==> src/rtl/intr_req_conditioner.sv <==
// Interrupt request conditioner: synchronises raw interrupt lines,
// latches them as level or edge requests, masks them and serves config/status over the bus.
module intr_req_conditioner #(
   parameter int NUM_P_CTRLR = 16,
   parameter int ADDR_W      = 3
) (
   input  logic                   pclk,
   input  logic                   prst,
   input  logic [ADDR_W-1:0]      paddr,
   input  logic                   pwrite,
   input  logic                   penable,
   input  logic [NUM_P_CTRLR-1:0] pwdata,
   output logic [NUM_P_CTRLR-1:0] prdata,
   output logic                   pready,
   output logic                   perror,
   input  logic [NUM_P_CTRLR-1:0] irq_raw_i,
   input  logic                   intr_serviced_i,
   input  logic [NUM_P_CTRLR-1:0] intr_to_service_i,
   output logic [NUM_P_CTRLR-1:0] intr_active_o
);

   typedef logic [NUM_P_CTRLR-1:0] vec_t;

   localparam logic [ADDR_W-1:0] A_MASK = ADDR_W'(0);
   localparam logic [ADDR_W-1:0] A_MODE = ADDR_W'(1);
   localparam logic [ADDR_W-1:0] A_PEND = ADDR_W'(2);
   localparam logic [ADDR_W-1:0] A_OVR  = ADDR_W'(3);
   localparam logic [ADDR_W-1:0] A_RAW  = ADDR_W'(4);

   vec_t s1_q, s1_d;
   vec_t s2_q, s2_d;
   vec_t s3_q, s3_d;
   vec_t mask_q, mask_d;
   vec_t mode_q, mode_d;
   vec_t pend_q, pend_d;
   vec_t ovr_q, ovr_d;
   vec_t prdata_q, prdata_d;
   logic pready_q, pready_d;
   logic perror_q, perror_d;

   logic access;
   logic bad;
   logic sel_mask;
   logic sel_mode;
   logic sel_pend;
   logic sel_ovr;
   vec_t rd_val;
   vec_t rise;
   vec_t clr;
   vec_t svc_clr;
   vec_t w1c_pend;
   vec_t w1c_ovr;

   // A transfer is accepted only while no completion pulse is showing,
   // so a held penable cannot hit the register file twice.
   assign access = penable & ~pready_q;

   // Address decode: read mux, register selects and the error condition.
   always_comb begin
      bad      = 1'b1;
      sel_mask = 1'b0;
      sel_mode = 1'b0;
      sel_pend = 1'b0;
      sel_ovr  = 1'b0;
      rd_val   = '0;
      unique case (paddr)
         A_MASK: begin
            bad      = 1'b0;
            sel_mask = 1'b1;
            rd_val   = mask_q;
         end
         A_MODE: begin
            bad      = 1'b0;
            sel_mode = 1'b1;
            rd_val   = mode_q;
         end
         A_PEND: begin
            bad      = 1'b0;
            sel_pend = 1'b1;
            rd_val   = pend_q;
         end
         A_OVR: begin
            bad     = 1'b0;
            sel_ovr = 1'b1;
            rd_val  = ovr_q;
         end
         A_RAW: begin
            bad    = pwrite;
            rd_val = s2_q;
         end
         default: begin
            bad    = 1'b1;
            rd_val = '0;
         end
      endcase
   end

   // Bus side next state: config writes, read capture and the completion pulse.
   always_comb begin
      mask_d   = mask_q;
      mode_d   = mode_q;
      w1c_pend = '0;
      w1c_ovr  = '0;
      prdata_d = '0;
      pready_d = access;
      perror_d = access & bad;
      if (access && pwrite && !bad) begin
         if (sel_mask) mask_d = pwdata;
         if (sel_mode) mode_d = pwdata;
         if (sel_pend) w1c_pend = pwdata;
         if (sel_ovr)  w1c_ovr  = pwdata;
      end
      if (access && !pwrite && !bad) begin
         prdata_d = rd_val;
      end
   end

   // Two-flop synchroniser plus one more stage for rise detection.
   always_comb begin
      s1_d = irq_raw_i;
      s2_d = s1_q;
      s3_d = s2_q;
   end

   assign rise    = s2_q & ~s3_q;
   assign svc_clr = intr_serviced_i ? intr_to_service_i : '0;
   assign clr     = svc_clr | w1c_pend;

   // Pending/overrun update; in edge mode a new rise beats any clear.
   always_comb begin
      pend_d = (mode_q & (rise | (pend_q & ~clr)))
             | (~mode_q & s2_q);
      ovr_d  = (ovr_q & ~w1c_ovr)
             | (mode_q & rise & pend_q & ~clr);
   end

   // State register for all flops.
   always_ff @(posedge pclk) begin
      if (prst) begin
         s1_q     <= '0;
         s2_q     <= '0;
         s3_q     <= '0;
         mask_q   <= '1;
         mode_q   <= '0;
         pend_q   <= '0;
         ovr_q    <= '0;
         prdata_q <= '0;
         pready_q <= 1'b0;
         perror_q <= 1'b0;
      end else begin
         s1_q     <= s1_d;
         s2_q     <= s2_d;
         s3_q     <= s3_d;
         mask_q   <= mask_d;
         mode_q   <= mode_d;
         pend_q   <= pend_d;
         ovr_q    <= ovr_d;
         prdata_q <= prdata_d;
         pready_q <= pready_d;
         perror_q <= perror_d;
      end
   end

   assign prdata        = prdata_q;
   assign pready        = pready_q;
   assign perror        = perror_q;
   assign intr_active_o = pend_q & mask_q;

endmodule

==> config.mk <==
export PLATFORM = sky130hd
export DESIGN_NAME = intr_req_conditioner
export DESIGN_NICKNAME = d
export VERILOG_FILES = /design/src/rtl/intr_req_conditioner.sv
export SDC_FILE = /design/constraint.sdc
export NUM_CORES = 1
export LEC_CHECK = 0
export BUFFER_PORTS_ARGS = -buffer_cell sky130_fd_sc_hd__buf_2
export CAP_MARGIN = 15
export CELL_PAD_IN_SITES_DETAIL_PLACEMENT = 1
export CELL_PAD_IN_SITES_GLOBAL_PLACEMENT = 1
export CORE_UTILIZATION = 30
export DETAILED_ROUTE_END_ITERATION = 16
export PLACE_DENSITY_LB_ADDON = 0.15
export SYNTH_ARGS = -nofsm -noshare
export SYNTH_HDL_FRONTEND = slang
export SYNTH_SLANG_ARGS = --single-unit
==> constraint.sdc <==
create_clock -name pclk -period 1.34 [get_ports pclk]
set_input_delay 0 -clock pclk [delete_from_list [all_inputs] [get_ports pclk]]
set_output_delay 0 -clock pclk [all_outputs]
set_load 0.02 [all_outputs]
# --- Word level (Yosys, flattened, before mapping) ---
# Cells that the tools add are included.
classes:
  n_mux: 11
  n_reduce_logical: 11
  bitwise_logic: 21
  eq_ne: 4
ops:
  columns: ["op", "count"]
  rows:
  - ["bitwise AND 16 bit", 9]
  - ["two-way mux 16 bit", 5]
  - ["case mux 16 bit (5 select lines)", 1]
  - ["inverter 16 bit", 4]
  - ["bitwise OR 16 bit", 4]
  - ["equality test 3 x 2 -> 1 bit (second input constant)", 2]
  - ["logical AND 1 bit", 4]
  - ["two-way mux 1 bit", 4]
  - ["AND reduction 2 bit", 2]
  - ["OR reduction 4 bit", 1]
  - ["equality test 3 x 1 -> 1 bit (second input constant)", 1]
  - ["equality test 3 bit (second input constant)", 1]
  - ["zero test 3 bit", 1]
  - ["bitwise AND 1 bit", 2]
  - ["zero test 1 bit", 2]
  - ["inverter 1 bit", 2]
  - ["case mux 1 bit (2 select lines)", 1]
  - ["OR reduction 2 bit", 1]
totals:
  elab_cells: 57
  out_inout_bits: 34
  ff_bits: 130

# --- Logic depth before layout (Yosys ltp) ---
# Gate-level depths: netlist of the first run.
logic_depth:
  depth_word: 12
  ltp_mapped: 7

# --- Worst setup path before layout of the first run ---
# No wires, ideal clock.
synth_path:
  path_kind: "reg2reg"
  start: "register pready_q, in the netlist pready"
  end: "register pend_q[10]"
  path_slack_ps: -197
  arrival_time_ps: 1420
  setup_time_ps: 117
  path_stages_with_launch: 7
  cell_sequence: "dfxtp_1 and4bb_4 and3b_1 buf_4 buf_6 nand2_1 a32o_1"
synth_via:
  elab_chain_len: 11
synth_lines:
  columns: ["element", "line", "text"]
  rows:
  - ["from (decl)", "38", "logic pready_q, pready_d;"]
  - ["from (signal assigned)", "159", "pready_q <= pready_d;"]
  - ["inverter 1 bit", "56", "assign access = penable & ~pready_q;"]
  - ["bitwise AND 1 bit", "56", null]
  - ["logical AND 1 bit (2 in series)", "107", "if (access && pwrite && !bad) begin"]
  - ["two-way mux 16 bit", "107", null]
  - ["bitwise OR 16 bit", "127", "assign clr = svc_clr | w1c_pend;"]
  - ["inverter 16 bit", "131", "pend_d = (mode_q & (rise | (pend_q & ~clr)))"]
  - ["bitwise AND 16 bit", "131", null]
  - ["bitwise OR 16 bit", "131", null]
  - ["bitwise AND 16 bit", "131", null]
  - ["bitwise OR 16 bit", "132", "| (~mode_q & s2_q);"]
  - ["to (signal assigned)", "156", "pend_q <= pend_d;"]
  - ["to (decl)", "35", "vec_t pend_q, pend_d;"]
# Every way passes these cells.
# A chain may end at the register's enable or synchronous reset.

# --- Worst setup path in the final report of the first run ---
layout_path:
  start: "register pready_q, in the netlist pready"
  end: "register pend_q[4]"
# Same word-level chain as after synthesis.

==> summary.md, run 1 <==
| Metric | Value |
|---|---|
| Setup CP Type | register to register |
| Worst setup SP type | register |
| Highest clock rate | 0.675 GHz |
| Initial antenna violation count | 0 |
| Drt first pass iters | 5 |
| Violated checks | negative setup slack |
| Final Hold Fails | 0 |
| Yosys reg bits | 130 |
| Clock skew | 0.00781 ns |
| Die Y | 135 um |
| Vias per cell | 5.05 |
| Sequential fraction of the synthesis area | 48.9% |
| CTS tree | built |
| Worst path top cell family by delay | simple AND/OR/NAND/NOR gates |
| Clock Tree Root | clkbuf_16 |
| Residual DRC | 0 |
| Die area | 18,300 um^2 |
| Final Wtd Congestion | 0.779 |
| PwrDens | 1340 nW/um^2 |
| Vias in the first global route | 5,223 |
| Synthesized area | 5320 um^2 |
| Total grt overflow | 0 |
| Io pins | 90 |
| Hpwl dp | 12,300 um |
| Top cells by area, synth | dfxtp_1 (49%), nand2_1 (8.8%), nor2b_1 (5.6%) |
| NumNets Final | 802 |
| Drt total wl | 18,400 um |
| Clock tree buffer depth | 2 |
| Switching Fraction | 22.3% |
| CP bufs+invs | 1 |
| Distinct cells, synth | 36 |
| N_diodes | 0 |
| Internal power | 7900 uW |
| Power share of the sequential group | 39.5% |
| WL per Instance | 18.7 um |
| Cell accounting for the most synthesized area | dfxtp_1 |
| Core Footprint | 17,300 um^2 |
| Flop2flop setup slack | -0.14 ns |
| Routed Antenna Nets | 0 |
| Worst-skew pair later-pin latency | 0.43 ns |
| CP max stage delay | 0.32 ns |
| CTS Buf Count | 17 |
| Most instantiated cells after synthesis | dfxtp_1 (130), nand2_1 (125), nor2b_1 (48) |
| RSZ-0062 raised after global routing | true |
| Most numerous cell in the Yosys netlist | dfxtp_1 |
| Final setup fails | 49 |
| Number of core rows | 48 |
| Layout cell share with drive strength beyond 1 | 27.4% |
| Synthesized area per cell | 9.11 um^2 |
| Least-Margin Pin Slew | 0.525 ns |
| Place WS | -0.130 ns |
| Top cell type's share of synthesized area | 48.9% |
| Clk slew on worst S/H paths | 0.06 ns |
| Logic pwr share | 8.2% |
| Crit path max fanout | 15 |
| Fin crit share | 111% |
| WP data required | 1.65 ns |
| Area Overhead vs Synth | 43.1% |
| Synth async-reset ratio | 0% |
| Clock share of power | 52.3% |
| Final slew viol count | 0 |
| Post-synth EDFFs | 0 |
| DIE WIDTH | 135 um |
| Highest ir drop seen on vdd | 0.000848 V |
| Crit end category | register |
| IO buf count | 89 |
| Hold Path Class | input port to register |
| Primary FF master, synth | dfxtp_1 |
| Final Critical Period | 1.48 ns |
| Initial Util | 30.8% |
| Slew HR | 65.0% |
| Largest net degree at the start of global routing | 45 |
| Setup WS post-layout | -0.141 ns |
| Vias after detailed routing | 4,972 |
| Post-layout utilization of the core | 44.0% |
| Syn_nets | 640 |
| GR Util All Layers | 21.3% |
| Maxcap violations | 0 |
| Worst-path cell chain | and4bb_4 > and3b_2 > buf_12 > nand2_1 > a32o_1 |
| First-pass GRT wire length | 28,800 um |
| Syn. warnings | 0 |
| Max H-tree Level | 4 |
| Psw | 2260 uW |
| Initial drt markers | 253 |
| Syn Inst Count | 584 |
| WP data arrival | 1.79 ns |
| Critical-path top delay cell | dfxtp_2 |
| Leakage Power | 0.00321 uW |
| Clk sinks | 130 |
| Status | complete, but fails checks |
==> area by class of cell <==
class                           instances  area (um^2)
Timing Repair Buffer                  180         1430
Multi-Input combinational cell        416         2610
Fill cell                            1990         9690
Tap cell                              225          282
Sequential cell                       130         2600
Inverter                                1         3.75
Clock inverter                         13          233
Clock buffer                           19          443
==> routing by layer <==
metal / share of wire (%) / GRT usage (%) / vias up
met2: 49 / 36.5 / 120
met5: 0 / 0 / -
met3: 3.9 / 4.00 / 29
met4: 2.0 / 7.49 / 0
li1: - / - / 2369
met1: 45 / 26.6 / 2454
==> worst paths after layout <==
kind | start | endpoint | cells after the start
setup / recovery | pready$_SDFF_PP0_ | pend_q[4]$_SDFF_PP0_ | 5
hold / removal | intr_to_service_i[10] | pend_q[10]$_SDFF_PP0_ | 3
setup reg to reg | pready$_SDFF_PP0_ | pend_q[4]$_SDFF_PP0_ | 5
hold reg to reg | s1_q[4]$_SDFF_PP0_ | s2_q[4]$_SDFF_PP0_ | 1
==> per-stage QoR <==
| step | hold slack (ns) | setup TNS (ns) | power [uW] | cell area [um^2] | instances |
|---|---|---|---|---|---|
| global route | 0.0274 | -7.11 | 10500 | 7610 | 984 |
| detailed placement | 0.215 | -4.04 | 4810 | 6370 | 910 |
| floorplan | 0.0790 | -1.32 | 4420 | 5340 | 584 |
| finish | 0.0151 | -3.94 | 10200 | 7610 | 984 |
| global placement | 0.206 | -1.58 | 4790 | 6370 | 910 |
| CTS | 0.00220 | -2.80 | 10200 | 7490 | 982 |
==> power by group through the flow <==
stage               logic [uW]  registers, uW  clock network, uW
global placement           698           4090                  0
floorplan                  334           4080                  0
finish                     831           4010               5320
CTS                        818           4010               5420
detailed placement         710           4100                  0
global route               895           4020               5580
==> cells by family after synthesis <==
logic type | synth area share, %
mux | 6.37
compound gates | 14.7
simple gates | 26.4
buf+inv | 3.55
flops | 48.9
==> state kept, by name, summed over array words and instances, names as in the netlist <==
register and cells:
mode_q 16, pready 1, pend_q 16, s3_q 16, prdata 16, perror 1, ovr_q 16, mask_q 16
s2_q 16, s1_q 16
==> worst reg2reg max path: stages (launching register included) <==
cell	delay, ns
dfxtp_2	0.32
and4bb_4	0.32
and3b_2	0.23
buf_12	0.17
nand2_1	0.08
a32o_1	0.25
==> what timing repair did <==
item                       in CTS  in global routing
gates resized for setup        14                 22
gates cloned                    1                  1
setup endpoints to repair      63                 79
pin swaps                       3                  5
hold endpoints to repair       82                  0
setup buffers                   2                  2
hold buffers                   37                  0
==> layout by cell type, fill, tap and decap left out, drive strengths merged, types with 15 or more instances in the layout <==
master	synthesis	final
dfxtp	130	130
nor2b	48	48
a22oi	30	30
mux2i	17	17
and2	35	35
a21oi	30	30
o211ai	15	15
buf	20	142
nand3	16	16
dlygate4sd3	0	37
clkbuf	17	20
nor2	18	18
nand2	125	125
mux2	15	15
o22ai	15	15
No activity file was read; power rests on OpenSTA's default activity.
==> run 2: changes to the inputs <==
--- a/config.mk
+++ b/config.mk
@@ -9,9 +9,12 @@
 export CAP_MARGIN = 15
 export CELL_PAD_IN_SITES_DETAIL_PLACEMENT = 1
 export CELL_PAD_IN_SITES_GLOBAL_PLACEMENT = 1
+export CORE_MARGIN = 3
 export CORE_UTILIZATION = 30
 export DETAILED_ROUTE_END_ITERATION = 16
+export MAX_ROUTING_LAYER = met4
 export PLACE_DENSITY_LB_ADDON = 0.15
+export SKIP_LAST_GASP = 1
 export SYNTH_ARGS = -nofsm -noshare
 export SYNTH_HDL_FRONTEND = slang
 export SYNTH_SLANG_ARGS = --single-unit
==> run 2 against run 1 <==
Compared with the run above: the run still ends with negative setup slack left; first-iteration DRC count fell by 8.7%; worst setup slack gained 0.060 ns; core utilization fell by 0.42 points; non-clock buffer count is 18 higher; critical path depth stayed put; final cell count rose by 1.6%; wire length rose by 0.92%; hold slack better by 0.0054 ns; sequential power about the same; global-route usage is 1.2 points lower; register-to-register slack gained 0.06 ns; sequential share of layout area rose by 0.21 points; largest cell class is now sequential cells.
==> summary.md, run 2 (synthesis results as in run 1) <==
| Metric | Value |
|---|---|
| Setup CP Type | register to register (unchanged) |
| WL per Instance | 18.6 um (was 18.7 um) |
| Setup crit start | pready$_SDFF_PP0_ (unchanged) |
| Place WS | -0.0849 ns (was -0.130 ns) |
| Total grt overflow | 0 (unchanged) |
| Initial Util | 30.7% (was 30.8%) |
| Hpwl dp | 12,700 um (was 12,300 um) |
| Die area | 19,400 um^2 (was 18,300 um^2) |
| Logic pwr share | 9.3% (was 8.2%) |
| Non-filler cells, final | 1,000 (was 984) |
| First-pass GRT wire length | 29,400 um (was 28,800 um) |
| Io pins | 90 (unchanged) |
| IO buf count | 89 (unchanged) |
| Die Y | 139 um (was 135 um) |
| Clock skew | 0.00535 ns (was 0.00781 ns) |
| CP endpoint | pend_q[3]$_SDFF_PP0_ (was pend_q[4]$_SDFF_PP0_) |
| RSZ-0062 raised after global routing | true (unchanged) |
| Layout cell share with drive strength beyond 1 | 27.1% (was 27.4%) |
| Routed Antenna Nets | 0 (unchanged) |
| Metal-1 WL | 8500 um (was 8240 um) |
| Final slew viol count | 0 (unchanged) |
| Leakage Power | 0.00323 uW (was 0.00321 uW) |
| Maxcap violations | 0 (unchanged) |
| PwrDens | 1210 nW/um^2 (was 1340 nW/um^2) |
| Most frequent cells in the layout | dfxtp_1 (129), nand2_1 (120), buf_2 (89), nor2b_1 (48), dlygate4sd3_1 (45) (was dfxtp_1 (129), nand2_1 (120), buf_2 (89), nor2b_1 (48), dlygate4sd3_1 (37)) |
| Residual DRC | 0 (unchanged) |
| Final Wtd Congestion | 0.768 (was 0.779) |
| WP data arrival | 1.73 ns (was 1.79 ns) |
| Crit path max fanout | 7 (was 15) |
| WL met2 | 9140 um (was 9070 um) |
| Status | complete, but fails checks (unchanged) |
| Initial drt markers | 231 (was 253) |
| R2r endpoint | pend_q[3]$_SDFF_PP0_ (was pend_q[4]$_SDFF_PP0_) |
| Fill cells | 2,007 (was 1,990) |
| Inst Count DP | 921 (was 910) |
| Least-Margin Pin Slew | 0.515 ns (was 0.525 ns) |
| Largest net degree at the start of global routing | 24 (was 45) |
| Violated checks | negative setup slack (unchanged) |
| Crit end category | register (unchanged) |
| Initial antenna violation count | 0 (unchanged) |
| Setup WS post-layout | -0.0809 ns (was -0.141 ns) |
| Slew HR | 65.2% (was 65.0%) |
| Clock share of power | 46.9% (was 52.3%) |
| GR Util All Layers | 20.1% (was 21.3%) |
| Clk slew on worst S/H paths | 0.05 ns (was 0.06 ns) |
| Critical-path top delay cell | dfxtp_2 (unchanged) |
| Drt first pass iters | 4 (was 5) |
| Drt total wl | 18,600 um (was 18,400 um) |
| CTS tree | built (unchanged) |
| Worst-path cell chain | and4bb_4 > and3b_2 > buf_6 > nand2_2 > a32o_1 (was and4bb_4 > and3b_2 > buf_12 > nand2_1 > a32o_1) |
| N_diodes | 0 (unchanged) |
| Met3 Routed Length | 668 um (was 711 um) |
| Top Metal Used | met4 (unchanged) |
| Hold Path Class | input port to register (unchanged) |
| Clock Tree Root | clkbuf_16 (unchanged) |
| Number of core rows | 48 (unchanged) |
| Total power | 9150 uW (was 10,200 uW) |
| Critical Path Stages | 5 (unchanged) |
| CP max stage delay | 0.31 ns (was 0.32 ns) |
| Worst-skew pair later-pin latency | 0.42 ns (was 0.43 ns) |
| Psw | 2130 uW (was 2260 uW) |
| Fin crit share | 106% (was 111%) |
| Switching Fraction | 23.3% (was 22.3%) |
| CTS Buf Count | 17 (unchanged) |
| Power share of the sequential group | 43.8% (was 39.5%) |
| Vias after detailed routing | 4,950 (was 4,972) |
| Crit Reg-Reg Startpoint | pready$_SDFF_PP0_ (unchanged) |
| Worst setup SP type | register (unchanged) |
| Highest ir drop seen on vdd | 0.000963 V (was 0.000848 V) |
| Area Overhead vs Synth | 42.2% (was 43.1%) |
| Internal power | 7010 uW (was 7900 uW) |
| NumNets Final | 820 (was 802) |
| DIE WIDTH | 139 um (was 135 um) |
| WP data required | 1.65 ns (about the same) |
| Vias per cell | 4.95 (was 5.05) |
| Max H-tree Level | 4 (unchanged) |
| CP bufs+invs | 1 (unchanged) |
| Final Critical Period | 1.42 ns (was 1.48 ns) |
| Flop2flop setup slack | -0.08 ns (was -0.14 ns) |
| Highest clock rate | 0.704 GHz (was 0.675 GHz) |
| Clock tree buffer depth | 2 (unchanged) |
| R2R depth | 5 (unchanged) |
| Final setup fails | 31 (was 49) |
| Worst path top cell family by delay | simple AND/OR/NAND/NOR gates (unchanged) |
| Core Footprint | 17,400 um^2 (was 17,300 um^2) |
| Final Hold Fails | 0 (unchanged) |
| Vias in the first global route | 5,413 (was 5,223) |
| Commonest non-fill, non-tap cell in the layout | dfxtp_1 (unchanged) |
| Clk sinks | 130 (unchanged) |
==> run 2: area by class of cell <==
type,instances,area [um^2],share of cell area [%]
Sequential cell,130,2600,34.4
Clock buffer,26,519,6.86
Inverter,1,3.75,0.0496
Multi-Input combinational cell,416,2580,34.1
Timing Repair Buffer,198,1560,20.6
Tap cell,225,282,3.72
Clock inverter,4,23.8,0.314
==> run 2: how the worst min path moves through the flow <==
stage | end | slack [ns] | cells after the start | from
final | pend_q[10]$_SDFF_PP0_ | 0.02 | 3 | intr_to_service_i[10]
after global routing | pend_q[10]$_SDFF_PP0_ | 0.02 | 3 | intr_to_service_i[10]
after CTS | mask_q[9]$_SDFFE_PP1P_ | -0.16 | 3 | pwdata[9]
after detailed placement | s1_q[10]$_SDFF_PP0_ | 0.22 | 2 | irq_raw_i[10]
after global placement | s1_q[0]$_SDFF_PP0_ | 0.21 | 2 | irq_raw_i[0]
after floorplan | prdata[5]$_SDFF_PP0_ | 0.08 | 1 | pwrite
==> run 2: worst register-to-register path, cell delays in order, from the launching register on <==
cell and delay [ns]:
dfxtp_2 0.31, and4bb_4 0.30, and3b_2 0.23, buf_6 0.16, nand2_2 0.07, a32o_1 0.24
==> run 2: what timing repair did <==
item                                   4_1_cts  5_1_grt
setup buffers                                0        1
pin swaps                                    1        1
setup endpoints to repair                   44       78
cloned                                       1        2
hold buffers                                44        1
endpoints found under the hold margin       89        4
gates resized for setup                     13       19
==> run 2: power groups by stage <==
stage / clock network [uW] / logic (uW) / registers, uW
after global routing: 4550 / 918 / 4020
after global placement: 0 / 708 / 4090
after detailed placement: 0 / 722 / 4090
final: 4290 / 847 / 4010
after floorplan: 0 / 334 / 4080
after CTS: 4390 / 840 / 4010
==> run 2: per-layer routing <==
metal	GRT usage, %	vias up
met2	33.0	100
met3	3.72	19
li1	-	2401
met1	24.9	2430
met4	7.05	0
met5	-	-
==> run 2: through the flow <==
| stage | cell area, um^2 | TNS (ns) | hold WS [ns] | utilization [%] |
|---|---|---|---|---|
| final | 7560 | -1.12 | 0.0205 | 43.6 |
| after global routing | 7560 | -5.13 | 0.0156 | 43.6 |
| after CTS | 7450 | -0.981 | -0.155 | 42.9 |
| after detailed placement | 6410 | -2.15 | 0.216 | 37.0 |
| after global placement | 6410 | -1.06 | 0.209 | 37.0 |
| after floorplan | 5340 | -1.32 | 0.0790 | - |
==> run 3: changes to the inputs <==
--- a/config.mk
+++ b/config.mk
@@ -7,8 +7,6 @@
 export LEC_CHECK = 0
 export BUFFER_PORTS_ARGS = -buffer_cell sky130_fd_sc_hd__buf_2
 export CAP_MARGIN = 15
-export CELL_PAD_IN_SITES_DETAIL_PLACEMENT = 1
-export CELL_PAD_IN_SITES_GLOBAL_PLACEMENT = 1
 export CORE_MARGIN = 3
 export CORE_UTILIZATION = 30
 export DETAILED_ROUTE_END_ITERATION = 16
==> run 3 against run 2 <==
Compared with the run above: the flow still finishes with violations (negative setup slack); register-to-register slack got worse by 0.02 ns; via count decreased by 2.5%; hold slack lost 0.0086 ns; wire length shrank 11%; worst setup slack lost 0.017 ns.
==> summary.md, run 3 (synthesis results as in run 1) <==
| Metric | Value |
|---|---|
| Vias per cell | 4.95 (about the same) |
| RSZ-0062 raised after global routing | true (unchanged) |
| Crit path max fanout | 17 (was 7) |
| Post-layout utilization of the core | 41.9% (was 43.6%) |
| Max H-tree Level | 4 (unchanged) |
| Commonest non-fill, non-tap cell in the layout | dfxtp_1 (unchanged) |
| Most frequent cells in the layout | dfxtp_1 (129), nand2_1 (124), buf_2 (89), nor2b_1 (48), dlygate4sd3_1 (37) (was dfxtp_1 (129), nand2_1 (120), buf_2 (89), nor2b_1 (48), dlygate4sd3_1 (45)) |
| NumNets Final | 796 (was 820) |
| Final setup fails | 32 (was 31) |
| Drt total wl | 16,500 um (was 18,600 um) |
| Setup CP Type | register to register (unchanged) |
| IO buf count | 89 (unchanged) |
| Largest net degree at the start of global routing | 33 (was 24) |
| Clock skew | 0.00708 ns (was 0.00535 ns) |
| Number of core rows | 48 (unchanged) |
| Slew HR | 71.2% (was 65.2%) |
| Total grt overflow | 0 (unchanged) |
| Setup WS post-layout | -0.0980 ns (was -0.0809 ns) |
| Fin crit share | 107% (was 106%) |
| Final Instance Area | 7280 um^2 (was 7560 um^2) |
| Area Overhead vs Synth | 36.8% (was 42.2%) |
| Final Hold Fails | 0 (unchanged) |
| WL per Instance | 16.9 um (was 18.6 um) |
| Vias in the first global route | 4,701 (was 5,413) |
| Highest ir drop seen on vdd | 0.000866 V (was 0.000963 V) |
| Worst setup SP type | register (unchanged) |
| DP Area | 6310 um^2 (was 6410 um^2) |
| Highest clock rate | 0.695 GHz (was 0.704 GHz) |
| WP data required | 1.65 ns (about the same) |
| Fill cells | 1,744 (was 2,007) |
| Leakage Power | 0.00307 uW (was 0.00323 uW) |
| Clk slew on worst S/H paths | 0.05 ns (about the same) |
| Drt first pass iters | 5 (was 4) |
| Crit end category | register (unchanged) |
| Initial antenna violation count | 0 (unchanged) |
| Hold Path Class | input port to register (unchanged) |
| Layout cell share with drive strength beyond 1 | 24.8% (was 27.1%) |
| Clk sinks | 130 (unchanged) |
| Initial Util | 30.7% (unchanged) |
| Residual DRC | 0 (unchanged) |
| WP data arrival | 1.74 ns (was 1.73 ns) |
| Hold slack | 0.0119 ns (was 0.0205 ns) |
| CTS Buf Count | 17 (unchanged) |
| GR Util met1 | 22.7% (was 24.9%) |
| Io pins | 90 (unchanged) |
| Met2 usage | 27.2% (was 33.0%) |
| Worst-skew pair later-pin latency | 0.42 ns (about the same) |
| GRT busiest layer | met2 (unchanged) |
| CTS tree | built (unchanged) |
| Clock Tree Root | clkbuf_16 (unchanged) |
| First-pass GRT wire length | 25,800 um (was 29,400 um) |
| Least-Margin Pin Slew | 0.426 ns (was 0.515 ns) |
| Clock tree buffer depth | 2 (unchanged) |
| Final slew viol count | 0 (unchanged) |
| Setup TNS | -1.44 ns (was -1.12 ns) |
| Initial drt markers | 287 (was 231) |
| Core Footprint | 17,400 um^2 (unchanged) |
| GR Util All Layers | 17.6% (was 20.1%) |
| Hpwl dp | 11,400 um (was 12,700 um) |
| Final Critical Period | 1.44 ns (was 1.42 ns) |
| PwrDens | 1250 nW/um^2 (was 1210 nW/um^2) |
| Post-CTS Setup Inserts | 0 (unchanged) |
| Die Y | 139 um (unchanged) |
| DIE WIDTH | 139 um (unchanged) |
| Routed Antenna Nets | 0 (unchanged) |
| Vias after detailed routing | 4,828 (was 4,950) |
| N_diodes | 0 (unchanged) |
| Violated checks | negative setup slack (unchanged) |
| Met3 Resource Use GR | 3.62% (was 3.72%) |
| Final Wtd Congestion | 0.828 (was 0.768) |
| Die area | 19,400 um^2 (unchanged) |
| Place WS | -0.0940 ns (was -0.0849 ns) |
| Status | complete, but fails checks (unchanged) |
| Maxcap violations | 0 (unchanged) |
run 3: cell count changes in the layout (fill, tap and decap cells not counted), moves of 2 or more:
| cell | previous run | this run |
|---|---|---|
| buf_4 | 43 | 35 |
| buf_6 | 9 | 4 |
| buf_8 | 2 | 0 |
| clkbuf_8 | 6 | 4 |
| dlygate4sd3_1 | 45 | 37 |
| nand2_1 | 120 | 124 |
| nand2_2 | 5 | 1 |
| nor4bb_1 | 10 | 12 |
| nor4bb_2 | 2 | 0 |
run 3: worst paths after layout:
| check | startpoint | endpoint | slack, ns | cells after the start |
|---|---|---|---|---|
| max | pready$_SDFF_PP0_ | pend_q[6]$_SDFF_PP0_ | -0.1 | 5 |
| min reg2reg | s1_q[4]$_SDFF_PP0_ | s2_q[4]$_SDFF_PP0_ | 0.43 | 1 |
| max reg2reg | pready$_SDFF_PP0_ | pend_q[6]$_SDFF_PP0_ | -0.1 | 5 |
| min | intr_to_service_i[2] | pend_q[2]$_SDFF_PP0_ | 0.01 | 3 |
run 3: worst max-delay path, cell delays in order, from the launching register on:
cell,delay [ns]
dfxtp_2,0.31
and4bb_4,0.31
and3b_1,0.21
buf_12,0.18
nand2_1,0.08
a32o_1,0.25
run 3: cell type report:
| cell class | instances | area, um^2 | share of cell area (%) |
|---|---|---|---|
| flip-flops and latches | 130 | 2600 | 35.8 |
| multi-input cells | 416 | 2550 | 35.0 |
| repair buffers | 174 | 1290 | 17.7 |
| clock buffers | 25 | 495 | 6.81 |
| well taps | 225 | 282 | 3.87 |
| clock inverters | 5 | 52.6 | 0.722 |
| inverters | 1 | 3.75 | 0.0516 |
run 3: metrics by stage:
step / total power (uW) / instances
finish: 9130 / 976
global route: 9450 / 976
CTS: 9210 / 972
detailed placement: 4770 / 907
global placement: 4760 / 907
floorplan: 4420 / 584
run 3: where the power goes:
part	internal (uW)	switching [uW]
clock network	2720	1630
logic	373	396
registers	3960	48.2
total	7050	2080
run 3: repair_timing:
| action | in CTS | in global routing |
|---|---|---|
| hold buffers | 35 | 2 |
| gates cloned | 0 | 2 |
| endpoints found under the hold margin | 83 | 3 |
| gates resized for setup | 1 | 11 |
| endpoints found under the setup margin | 47 | 64 |
run 3: layer usage:
layer | vias to the layer above | share of wire, %
met5 | - | 0
li1 | 2360 | -
met2 | 150 | 46
met1 | 2299 | 47
met4 | 0 | 1.9
met3 | 19 | 4.8
